$ cat src/rtl/rggen_external_window_bridge.sv
// ============================================================================
// rggen_external_window_bridge : multi-window external register bus bridge
// Optional BUSY timeout enabled by RGGEN_EXTERNAL_TIMEOUT_EN. Revision 1.0
// ============================================================================
`default_nettype none

module rggen_external_window_bridge #(
  parameter int                                ADDRESS_WIDTH     = 16,
  parameter int                                DATA_WIDTH        = 32,
  parameter int                                WINDOWS           = 2,
  parameter logic [WINDOWS*ADDRESS_WIDTH-1:0]  START_ADDRESS     = '0,
  parameter logic [WINDOWS*ADDRESS_WIDTH-1:0]  END_ADDRESS       = '0,
  parameter int                                EXT_ADDRESS_WIDTH = 16,
  parameter int                                TIMEOUT_CYCLES    = 256
) (
  input  logic                            clk,
  input  logic                            rst,
  input  logic                            i_request,
  input  logic [ADDRESS_WIDTH-1:0]        i_address,
  input  logic                            i_direction,
  input  logic [DATA_WIDTH-1:0]           i_write_data,
  input  logic [DATA_WIDTH/8-1:0]         i_write_strobe,
  output logic                            o_select,
  output logic                            o_ready,
  output logic [DATA_WIDTH-1:0]           o_read_data,
  output logic [1:0]                      o_status,
  output logic [WINDOWS-1:0]              o_ext_request,
  output logic [EXT_ADDRESS_WIDTH-1:0]    o_ext_address,
  output logic                            o_ext_direction,
  output logic [DATA_WIDTH-1:0]           o_ext_write_data,
  output logic [DATA_WIDTH/8-1:0]         o_ext_write_strobe,
  input  logic [WINDOWS-1:0]              i_ext_done,
  input  logic [WINDOWS*DATA_WIDTH-1:0]   i_ext_read_data,
  input  logic [WINDOWS*2-1:0]            i_ext_status
);

  localparam int c_IDX_WIDTH = (WINDOWS > 1) ? $clog2(WINDOWS) : 1;

  typedef enum logic [1:0] {
    S_IDLE    = 2'd0,
    S_BUSY    = 2'd1,
    S_RESPOND = 2'd2
  } state_e;

  state_e                         state_q;
  logic [c_IDX_WIDTH-1:0]         index_q;
  logic [WINDOWS-1:0]             ext_request_q;
  logic [EXT_ADDRESS_WIDTH-1:0]   ext_address_q;
  logic                           ext_direction_q;
  logic [DATA_WIDTH-1:0]          ext_write_data_q;
  logic [DATA_WIDTH/8-1:0]        ext_write_strobe_q;
  logic                           ready_q;
  logic [DATA_WIDTH-1:0]          read_data_q;
  logic [1:0]                     status_q;

  logic [WINDOWS-1:0]             w_hit;
  logic [ADDRESS_WIDTH-1:0]       w_offset   [WINDOWS];
  logic [DATA_WIDTH-1:0]          w_ch_rdata [WINDOWS];
  logic [1:0]                     w_ch_status[WINDOWS];
  logic [c_IDX_WIDTH-1:0]         w_index;
  logic [WINDOWS-1:0]             w_onehot;
  logic                           w_done;
  logic                           w_timeout;

  // Borrow-based compares keep the window decode free of constant-range compares.
  for (genvar g = 0; g < WINDOWS; g++) begin : g_window
    logic [ADDRESS_WIDTH:0] w_above;
    logic [ADDRESS_WIDTH:0] w_below;
    assign w_above = {1'b0, i_address} - {1'b0, START_ADDRESS[g*ADDRESS_WIDTH +: ADDRESS_WIDTH]};
    assign w_below = {1'b0, END_ADDRESS[g*ADDRESS_WIDTH +: ADDRESS_WIDTH]} - {1'b0, i_address};
    assign w_hit[g]       = ~w_above[ADDRESS_WIDTH] & ~w_below[ADDRESS_WIDTH];
    assign w_offset[g]    = w_above[ADDRESS_WIDTH-1:0];
    assign w_ch_rdata[g]  = i_ext_read_data[g*DATA_WIDTH +: DATA_WIDTH];
    assign w_ch_status[g] = i_ext_status[g*2 +: 2];
  end

  always_comb begin
    w_index  = '0;
    w_onehot = '0;
    for (int i = WINDOWS - 1; i >= 0; i--) begin
      if (w_hit[i]) begin
        w_index = c_IDX_WIDTH'(i);
      end
    end
    for (int i = 0; i < WINDOWS; i++) begin
      w_onehot[i] = (w_index == c_IDX_WIDTH'(i));
    end
  end

  assign o_select = |w_hit;
  assign w_done   = i_ext_done[index_q];

`ifdef RGGEN_EXTERNAL_TIMEOUT_EN
  localparam int                   c_CNT_WIDTH = $clog2(TIMEOUT_CYCLES + 1);
  localparam logic [c_CNT_WIDTH-1:0] c_LIMIT   = c_CNT_WIDTH'(TIMEOUT_CYCLES - 1);

  logic [c_CNT_WIDTH-1:0] count_q;

  // count_q holds the number of BUSY cycles already completed before this one.
  always_ff @(posedge clk or posedge rst) begin
    if (rst) begin
      count_q <= '0;
    end else if (state_q != S_BUSY) begin
      count_q <= '0;
    end else begin
      count_q <= count_q + 1'b1;
    end
  end

  assign w_timeout = ~w_done & (count_q == c_LIMIT);
`else
  assign w_timeout = 1'b0;
`endif

  always_ff @(posedge clk or posedge rst) begin
    if (rst) begin
      state_q            <= S_IDLE;
      index_q            <= '0;
      ext_request_q      <= '0;
      ext_address_q      <= '0;
      ext_direction_q    <= 1'b0;
      ext_write_data_q   <= '0;
      ext_write_strobe_q <= '0;
      ready_q            <= 1'b0;
      read_data_q        <= '0;
      status_q           <= 2'd0;
    end else begin
      case (state_q)
        S_IDLE: begin
          if (i_request && o_select) begin
            state_q            <= S_BUSY;
            index_q            <= w_index;
            ext_request_q      <= w_onehot;
            ext_address_q      <= EXT_ADDRESS_WIDTH'(w_offset[w_index]);
            ext_direction_q    <= i_direction;
            ext_write_data_q   <= i_write_data;
            ext_write_strobe_q <= i_write_strobe;
          end
        end
        S_BUSY: begin
          if (w_done || w_timeout) begin
            state_q            <= S_RESPOND;
            ready_q            <= 1'b1;
            read_data_q        <= (w_timeout || ext_direction_q) ? '0 : w_ch_rdata[index_q];
            status_q           <= w_timeout ? 2'd2 : w_ch_status[index_q];
            ext_request_q      <= '0;
            ext_address_q      <= '0;
            ext_direction_q    <= 1'b0;
            ext_write_data_q   <= '0;
            ext_write_strobe_q <= '0;
          end
        end
        S_RESPOND: begin
          state_q     <= S_IDLE;
          ready_q     <= 1'b0;
          read_data_q <= '0;
          status_q    <= 2'd0;
        end
        default: begin
          state_q <= S_IDLE;
        end
      endcase
    end
  end

  assign o_ready            = ready_q;
  assign o_read_data        = read_data_q;
  assign o_status           = status_q;
  assign o_ext_request      = ext_request_q;
  assign o_ext_address      = ext_address_q;
  assign o_ext_direction    = ext_direction_q;
  assign o_ext_write_data   = ext_write_data_q;
  assign o_ext_write_strobe = ext_write_strobe_q;

endmodule

`default_nettype wire
$ cat config.mk
export PLATFORM = sky130hd
export DESIGN_NAME = rggen_external_window_bridge
export DESIGN_NICKNAME = d
export VERILOG_FILES = /design/src/rtl/rggen_external_window_bridge.sv
export SDC_FILE = /design/constraint.sdc
export NUM_CORES = 1
export LEC_CHECK = 0
export ABC_CLOCK_PERIOD_IN_PS = 4059
export BUFFER_PORTS_ARGS = -buffer_cell sky130_fd_sc_hd__buf_2
export CAP_MARGIN = 0
export CELL_PAD_IN_SITES_DETAIL_PLACEMENT = 0
export CELL_PAD_IN_SITES_GLOBAL_PLACEMENT = 2
export CORE_MARGIN = 4
export CORE_UTILIZATION = 25
export CTS_CLUSTER_SIZE = 20
export DETAILED_ROUTE_END_ITERATION = 10
export MAX_ROUTING_LAYER = met4
export PLACE_DENSITY = 0.88
export SETUP_SLACK_MARGIN = 0.1
export SLEW_MARGIN = 5
export SYNTH_ARGS = -nofsm -noshare
export SYNTH_HDL_FRONTEND = slang
export SYNTH_SLANG_ARGS = --single-unit
$ cat constraint.sdc
create_clock -name clk -period 4.06 [get_ports clk]
set_clock_uncertainty 0.2 [all_clocks]
set_input_delay 0.812 -clock clk [delete_from_list [all_inputs] [get_ports clk]]
set_output_delay 0.812 -clock clk [all_outputs]
set_load 0.05 [all_outputs]
# [Yosys cells after proc, flatten, opt, wreduce, memory -nomap -nowiden]
# Index checks and enable logic that the tools add are counted.
[word_totals] reg_bits=92 latchBits=0 mem_bits_rw=0 romBits=0 wordCells=46 n_memories=0
[classes] add_sub_neg=1 multipliers=0 div=0 magnitude_cmp=0 eq_ne=4 n_shift=0 mux=24 bitwise_logic=1 reduce_logical=7
[ops] operator="32-bit two-way mux" count=4
[ops] operator="32-bit one-hot mux with 2 select lines" count=2
[ops] operator="16-bit two-way mux" count=2
[ops] operator="16-bit one-hot mux with 2 select lines" count=1
[ops] operator="1-bit by 16-bit subtractor with 17-bit output (first input constant)" count=1
[ops] operator="2-bit one-hot mux with 2 select lines" count=3
[ops] operator="2-bit two-way mux" count=4
[ops] operator="4-bit two-way mux" count=2
[ops] operator="4-bit one-hot mux with 2 select lines" count=1
[ops] operator="2-bit != test (second input constant)" count=2
[ops] operator="1-bit one-hot mux with 2 select lines" count=2
[ops] operator="2-bit AND reduction" count=2
[ops] operator="2-bit nonzero test" count=2
[ops] operator="1-bit two-way mux" count=3
[ops] operator="3-bit AND reduction" count=1
[ops] operator="2-bit by 1-bit equality test with 1-bit output (second input constant)" count=1
[ops] operator="2-bit equality test (second input constant)" count=1
[ops] operator="2-bit logical NOT" count=1
[ops] operator="1-bit logical AND" count=1
[ops] operator="1-bit inverter" count=1

# [Longest topological paths before layout]
# Gate-level depths: netlist of the first run.
[logic_depth] ltp_word=5 depth_mapped=6

# [Worst setup path after synthesis of the first run]
# Ideal clock, no wire load.
[synth_timing] path_kind="input port to output port" start="in i_address[5]" end="out o_select" arrival_time_ps=1523 required_ps=3048 setup_slack_ps=1525 stages=3 path_cell_list="nor4_1 > nand4_1 > inv_1"
[synth_between] elab_chain_len=2
[synth_lines] element="start: declaration" line="19" source="input logic [ADDRESS_WIDTH-1:0] i_address,"
[synth_lines] element="1-bit by 16-bit subtractor with 17-bit output" line="70" source="assign w_below = {1'b0, END_ADDRESS[g*ADDRESS_WIDTH +: ADDRESS_WIDTH]} - {1'b0, i_address};"
[synth_lines] element="1-bit inverter" line="71" source="assign w_hit[g] = ~w_above[ADDRESS_WIDTH] & ~w_below[ADDRESS_WIDTH];"
[synth_lines] element="end: declaration" line="23" source="output logic o_select,"
# No other way between the ends.

# [Worst setup path in the final report of the first run]
[layout_timing] start="in i_address[13]" end="out o_select"
# Same word-level chain as after synthesis.

==> out/metrics.cfg, run 1 <==
[logic_synthesis]
synth-seq-cells=91
syn_area_per_cell_um2=12.33
synth_area_um2=3575
yosysWarnings=0
ys_seq_area_share_pct=63.70
syn_inst=290
synth_nets=416
yosysUniqueCellTypes=23

[timing]
maxSlewViolCount=0
finalHoldViolCount=0
setup_ws_ns=1.352
finalSetupTns_ns=0
setup_viol=0
max_freq_mhz=369.3
relSlewSlack_pct=44.90
worst_slew_pin_slew_ns=0.8265
period_share_pct=66.70
rsz0062_at_grt=false
period_minus_slack_ns=2.708

[setup_path]
crit_path_end=o_select
cp_max_fo=2
critical_path_required_ns=3.05
r2r_slack_ns=1.99
r2r_cells=2
critPathArrivalTime_ns=1.70
worstSetupPathType=in2out
critPathLaunchType=input pin
rr_endpoint=o_ext_address[10]
r2r_start=state_q[1]
end_kind=output port
crit_start=i_address[13]

[cts]
cts_hold_buf=0
ctsResizeCount=0
clkSlewWorstSetupHoldPaths_ns=0.06
post_cts_buffers=0
cts_tree=yes
cts_buffers=9
clockBufferDepth=2
cts.sinks=91
cts_root_buf=clkbuf_16
cts_max_level=3
clk_latency_ns=0.33

[floorplan]
ios=217
initial_core_util_pct=25.65
core_um2=13930
die_h_um=127.6
dieArea_um2=16280
die_w_um=127.6
rows=43

[drt]
drt-initial-drc-count=121
ant_nets=0
wire_per_inst_um=13.60
drt_first_pass_iters=4
drt-vias-per-instance=4.201
routed_wl_um=8852
drcViolationCount=0
vias=2735

[final_layout]
design_area_um2=4888
finalNetCount=593
n_antenna_cell=0
final_cell_mix=180 x buf_2, 91 x dfrtp_1, 40 x inv_1, 40 x nand2_1, 37 x mux2i_1
utilization_pct=35.08
final_common_cell=buf_2
syn_to_final_growth_pct=36.75
drive_gt1_share_pct=44.16

[placement]
dp_slack_ns=1.040
port_buffers=180
dpl_cell_area_um2=4612
dpl.hpwl_um=6492
place_congestion=0.7602

[global_route]
gr-usage-all-layers_pct=11.45
grt_antenna_before_repair=0
grt.overflow.total=0
grt_pass1_vias=2844
grt_pass1_wl_um=14280
grt_max_degree=56

[job]
maxCapViolCount=0

[hold_path]
hp-class=in2async

[power]
p_per_area_nw_per_um2=403.5
ir_worst_vdd_v=0.0001928
p_leak_nw=3.135

[run_status]
status=finished clean

## cell usage after synthesis
library cell / instances / area share, %
mux2i_1: 37 / 10
nand2_1: 40 / 4.2
buf_8: 3 / 1.3
o31ai_1: 1 / 0.21
or4b_4: 1 / 0.38
and3_1: 11 / 1.9
nor4_1: 3 / 0.53
buf_12: 1 / 0.56
or2_2: 1 / 0.18
clkbuf_2: 1 / 0.14
clkbuf_1: 12 / 1.3
a21o_1: 1 / 0.21
nor2_1: 1 / 0.10
conb_1: 1 / 0.10
dfrtp_1: 91 / 64
inv_1: 41 / 4.3
a21oi_1: 1 / 0.14
buf_6: 1 / 0.31
nor4_2: 1 / 0.35
and3_2: 5 / 1.1
a22o_1: 34 / 8.3
nand4_1: 1 / 0.18
buf_4: 1 / 0.21
## area by class of cell
cell class	instances	area, um2
Inverter	41	155.1
Sequential cell	91	2277
Fill cell	1394	9046
Tap cell	180	225.2
Timing Repair Buffer	185	938.4
Multi-Input combinational cell	139	1016
Clock inverter	3	40.04
Clock buffer	12	236.5
## flip-flops by register name, summed over array words and instances, names as in the netlist
name	count
o_ext_write_strobe	4
o_ready	1
o_ext_request	1
o_ext_direction	1
o_read_data	32
o_ext_address	16
state_q	2
o_ext_write_data	32
o_status	2
## per-layer routing
metal | GRT usage, % | part of all wire [%] | vias up
met5 | - | 0 | -
met4 | 5.243 | 1.9 | 0
met3 | 3.344 | 8.2 | 16
met2 | 17.10 | 45 | 122
met1 | 14.40 | 44 | 1286
li1 | - | - | 1311
## cell families (layout without fill, tap and decap cells)
kind of cell / count (synthesis) / in the layout / share of synthesized area, %
compound gates: 37 / 37 / 8.891
buf+inv: 60 / 241 / 8.050
flops: 91 / 91 / 63.70
mux: 37 / 37 / 10.36
other cells: 1 / 1 / 0.1049
simple gates: 64 / 64 / 8.891
## worst max-delay path, stage by stage
cell,delay (ns)
buf_2,0.10
nor4_1,0.29
nand4_1,0.17
inv_1,0.08
buf_2,0.25
## power by group
part	internal (mW)	switching [mW]
clock	0.472	0.312
sequential	0.936	0.0165
combinational	0.0760	0.160
## through the flow
step	instances	power, mW	hold WS [ns]
2_1_floorplan	290	1.119	0.2665
3_3_place_gp	636	1.205	0.2574
3_5_place_dp	636	1.208	0.2642
4_1_cts	651	2.021	0.1836
5_1_grt	651	2.078	0.2072
6_report	651	1.972	0.2001
## how the worst min path moves through the flow
| stage | startpoint | end | cells after the start |
|---|---|---|---|
| finish | rst | o_read_data[6] | 2 |
| global route | rst | o_read_data[10] | 2 |
| CTS | rst | o_read_data[6] | 2 |
| detailed placement | o_ready | o_ready | 1 |
| global placement | o_ready | o_ready | 1 |
| floorplan | state_q[1] | state_q[0] | 1 |
No activity file was read; power rests on OpenSTA's default activity.
==> run 2, diff against run 1 <==
Settings changed: ABC_CLOCK_PERIOD_IN_PS 4059 to 2200, CORE_UTILIZATION 25 to 22, PLACE_DENSITY 0.88 to 0.83.
Clock period 4.06 ns to 2.2 ns, I/O delays scaled along.
==> run 2 against run 1 <==
Effect of this change:
- utilization shrank 3.3 points
- non-clock buffer count up 3
- hold slack got worse by 0.19 ns
- die area is 13% higher
- critical path type unchanged
==> out/metrics.cfg, run 2 (same netlist as run 1, synthesis figures left out) <==
[run_status]
status=finished clean

[placement]
dpl_cell_area_um2=4732
port_buffers=180
dpl.hpwl_um=6614
dp_slack_ns=-0.1019
dpl.cell_count=675
place_congestion=0.7063

[power]
netSwitchingPower_mw=0.9434
p_int_mw=2.865
clkPwrFrac_pct=42.3
swShare_pct=24.77
p_leak_nw=3.164
ir_worst_vdd_v=0.0003129
p_per_area_nw_per_um2=754.8
pwr-share-seq_pct=46.1
p_comb_share_pct=11.5
finalPower_mw=3.809

[setup_path]
rr_endpoint=o_read_data[28]
end_kind=output port
cp_slowest_cell=nor4_2
critPathArrivalTime_ns=1.34
cp_max_fo=2
critPathLaunchType=input pin
r2r_cells=5
path_depth=6
r2r_slack_ns=0.36
critical_path_required_ns=1.56
crit_family=buffers and inverters
crit_top_cell=buf_4
slowest_delay_ns=0.26
path_cells=buf_2 > nor4_2 > nand4_1 > buf_4 > inv_1 > buf_4
r2r_start=state_q[1]
worstSetupPathType=in2out
crit_path_end=o_select
crit_buf_inv=4
crit_start=i_address[1]

[timing]
rsz0062_at_grt=false
worst_slew_pin_slew_ns=0.5204
hold-worst-slack_ns=0.01009
setup_viol=0
period_minus_slack_ns=1.977
period_share_pct=89.86
finalSetupTns_ns=0
setup_ws_ns=0.2232
max_freq_mhz=505.9
relSlewSlack_pct=65.31
finalHoldViolCount=0
maxSlewViolCount=0

[final_layout]
final_cell_mix=179 x buf_2, 91 x dfrtp_1, 40 x inv_1, 40 x nand2_1, 37 x mux2i_1
fillers=1648
syn_to_final_growth_pct=41.16
design_area_um2=5046
final_common_cell=buf_2
layoutNonFillerInstCount=691
n_antenna_cell=0
drive_gt1_share_pct=45.05
finalNetCount=596
utilization_pct=31.77

[drt]
routed_wl_um=9205
vias=2755
wire_per_inst_um=13.32
drcViolationCount=0
drt-initial-drc-count=68
drt_first_pass_iters=4
drt-vias-per-instance=3.987
ant_nets=0

[global_route]
grt_max_degree=92
grt_pass1_wl_um=15040
grt_pass1_vias=2995
gr-usage-all-layers_pct=10.78
grt_antenna_before_repair=0
grt.overflow.total=0

[cts]
cts_buffers=9
cts_hold_buf=0
clk_latency_ns=0.33
cts_max_level=3
clockBufferDepth=2
cts.sinks=91
cts_tree=yes
cts_root_buf=clkbuf_16
clkSlewWorstSetupHoldPaths_ns=0.06

[floorplan]
die_h_um=135.5
core_um2=15890
ios=217
dieArea_um2=18350
die_w_um=135.5
rows=46
initial_core_util_pct=22.50

[job]
maxCapViolCount=0

[hold_path]
hp-class=in2async

run 2: layout make-up:
type | instances | area, um2 | share of cell area, %
sequential | 91 | 2277 | 45.13
multi-input combinational | 139 | 1028 | 20.38
timing repair buffer | 188 | 1001 | 19.84
tap | 216 | 270.3 | 5.356
clock buffer | 12 | 236.5 | 4.686
inverter | 41 | 157.7 | 3.124
clock inverter | 4 | 75.07 | 1.488
run 2: how the worst min path moves through the flow:
stage | start | endpoint | slack (ns) | cells after the start
after floorplan | state_q[1] | state_q[0] | 0.27 | 1
after global placement | o_ready | o_ready | 0.26 | 1
final | rst | o_ext_write_data[15] | 0.01 | 3
after detailed placement | o_status[0] | o_status[0] | 0.28 | 1
after global routing | rst | o_ext_write_data[15] | 0.08 | 3
after CTS | rst | o_ext_write_data[7] | 0.05 | 3
run 2: layer usage:
metal / GRT usage [%] / up-vias / wire length (um)
li1: - / 1315 / -
met1: 13.54 / 1301 / 3987
met2: 16.04 / 126 / 4204
met3: 3.158 / 13 / 821
met4: 5.039 / 0 / 191
met5: - / - / 0
run 2: tightest hold or removal path: cells and delay by family:
family,cells,cell delay (ns)
buffers and inverters,3,0.53
run 2: repair_timing:
action	in CTS	in global routing
setup endpoints to repair	0	1
setup buffers	0	0
gates resized for setup	0	2
run 2: power groups by stage:
stage / clock (mW) / sequential [mW] / combinational [mW]
floorplan: 0 / 1.97 / 0.0920
global placement: 0 / 1.79 / 0.441
detailed placement: 0 / 1.78 / 0.450
CTS: 1.69 / 1.76 / 0.448
global route: 1.76 / 1.76 / 0.473
finish: 1.61 / 1.76 / 0.440
==> run 3, diff against run 2 <==
Settings changed: CTS_BUF_LIST from default to sky130_fd_sc_hd__clkbuf_16.
==> run 3 against run 2 <==
Effect of this change:
- final cell count unchanged
- cell area unchanged
- register-to-register slack hardly changed
- sequential power barely moved
- wire length hardly changed
- total power down 0.35%
- clock power hardly changed
- largest cell class unchanged
==> out/metrics.cfg, run 3 (same netlist as run 1, synthesis figures left out) <==
[run_status]
status=finished clean

[setup_path]
crit_buf_inv=4
crit_family=buffers and inverters
critical_path_required_ns=1.56
cp_max_fo=2
critPathArrivalTime_ns=1.34
path_cells=buf_2 > nor4_2 > nand4_1 > buf_4 > inv_1 > buf_4
worstSetupPathType=in2out
critPathLaunchType=input pin
cp_slowest_cell=nor4_2
end_kind=output port
slowest_delay_ns=0.26
crit_top_cell=buf_4

[placement]
place_congestion=0.7063
port_buffers=180
dpl.cell_count=675
dpl.hpwl_um=6614
dpl_cell_area_um2=4732

[floorplan]
die_w_um=135.5
initial_core_util_pct=22.50
rows=46
die_h_um=135.5
core_um2=15890
ios=217
dieArea_um2=18350

[final_layout]
syn_to_final_growth_pct=41.16
final_cell_mix=179 x buf_2, 91 x dfrtp_1, 43 x inv_1
design_area_um2=5046
layoutNonFillerInstCount=691
n_antenna_cell=0
drive_gt1_share_pct=45.05
finalNetCount=596
utilization_pct=31.77
final_common_cell=buf_2

[cts]
cts_max_level=3
cts.sinks=91
clk_latency_ns=0.33
post_cts_buffers=0
clockBufferDepth=2
cts_buffers=9
clkSlewWorstSetupHoldPaths_ns=0.06
cts_tree=yes
cts_root_buf=clkbuf_16
cts_hold_buf=0

[drt]
routed_wl_um=9202
drt_first_pass_iters=4
wire_per_inst_um=13.32
ant_nets=0
vias=2753
drt-vias-per-instance=3.984
drt-initial-drc-count=68
drcViolationCount=0

[timing]
relSlewSlack_pct=65.31
worst_slew_pin_slew_ns=0.5203
finalHoldViolCount=0
setup_viol=0
rsz0062_at_grt=false
maxSlewViolCount=0
period_minus_slack_ns=1.977
period_share_pct=89.86
hold-worst-slack_ns=0.009810
max_freq_mhz=505.9

[global_route]
grt_antenna_before_repair=0
grt_max_degree=92
grt_pass1_wl_um=15040
gr-usage-all-layers_pct=10.78
grt_util_met2_pct=16.04
grt.overflow.total=0
top_usage_layer=met2
grt_use_met1_pct=13.54
grt_pass1_vias=2995
grt_util_met3_pct=3.158

[power]
p_leak_nw=3.176
p_per_area_nw_per_um2=752.1
finalPower_mw=3.795
ir_worst_vdd_v=0.0003129

[hold_path]
hp-class=in2async

[job]
maxCapViolCount=0

## run 3: cell types whose count changed in the layout (fill, tap and decap cells not counted), sizes merged
cell    change
clkbuf      -3
inv         +3
## run 3: cell type report
class                           instances  area, um2
Inverter                               41      157.7
Clock inverter                          7      86.33
Sequential cell                        91       2277
Timing Repair Buffer                  188       1001
Clock buffer                            9      225.2
Fill cell                            1648      10840
Multi-Input combinational cell        139       1028
Tap cell                              216      270.3
## run 3: per-stage QoR
| stage | setup TNS [ns] | setup slack (ns) |
|---|---|---|
| after CTS | 0 | 0.1343 |
| final | 0 | 0.2232 |
| after detailed placement | -2.007 | -0.1019 |
| after global placement | -3.572 | -0.1305 |
| after global routing | 0 | 0.1112 |
| after floorplan | 0 | 0.1107 |
## run 3: worst register-to-register path, delay by kind of cell, from the launching register on
family	cells	cell delay (ns)
buffers and inverters	2	0.42
flip-flops	1	0.41
AND/OR/NAND/NOR	1	0.36
AO/OA/AOI/OAI	2	0.33
## run 3: timing repair
action	4_1_cts	5_1_grt
resized for setup	0	2
hold endpoints to repair	0	0
endpoints found under the setup margin	0	1
## run 3: worst paths after layout
kind | startpoint | endpoint | slack [ns] | cells after the start
max | i_address[1] | o_select | 0.22 | 6
min | rst | o_ext_write_data[15] | 0.01 | 3
max reg2reg | state_q[1] | o_read_data[28] | 0.36 | 5
min reg2reg | o_status[0] | o_status[0] | 0.29 | 1
max in group asynchronous | rst | o_ext_write_strobe[0] | 1.35 | 3
min in group clk | i_ext_done[0] | state_q[0] | 0.09 | 2
## run 3: layer usage
layer	vias to the layer above	routed length (um)
met5	-	0
met1	1300	3989
li1	1315	-
met4	0	191
met2	125	4206
met3	13	814
## run 3: report_power, final
group / total (mW) / switching, mW / internal [mW]
registers: 1.76 / 0.0299 / 1.73
clock network: 1.60 / 0.617 / 0.982
logic: 0.440 / 0.297 / 0.142
total: 3.80 / 0.944 / 2.85
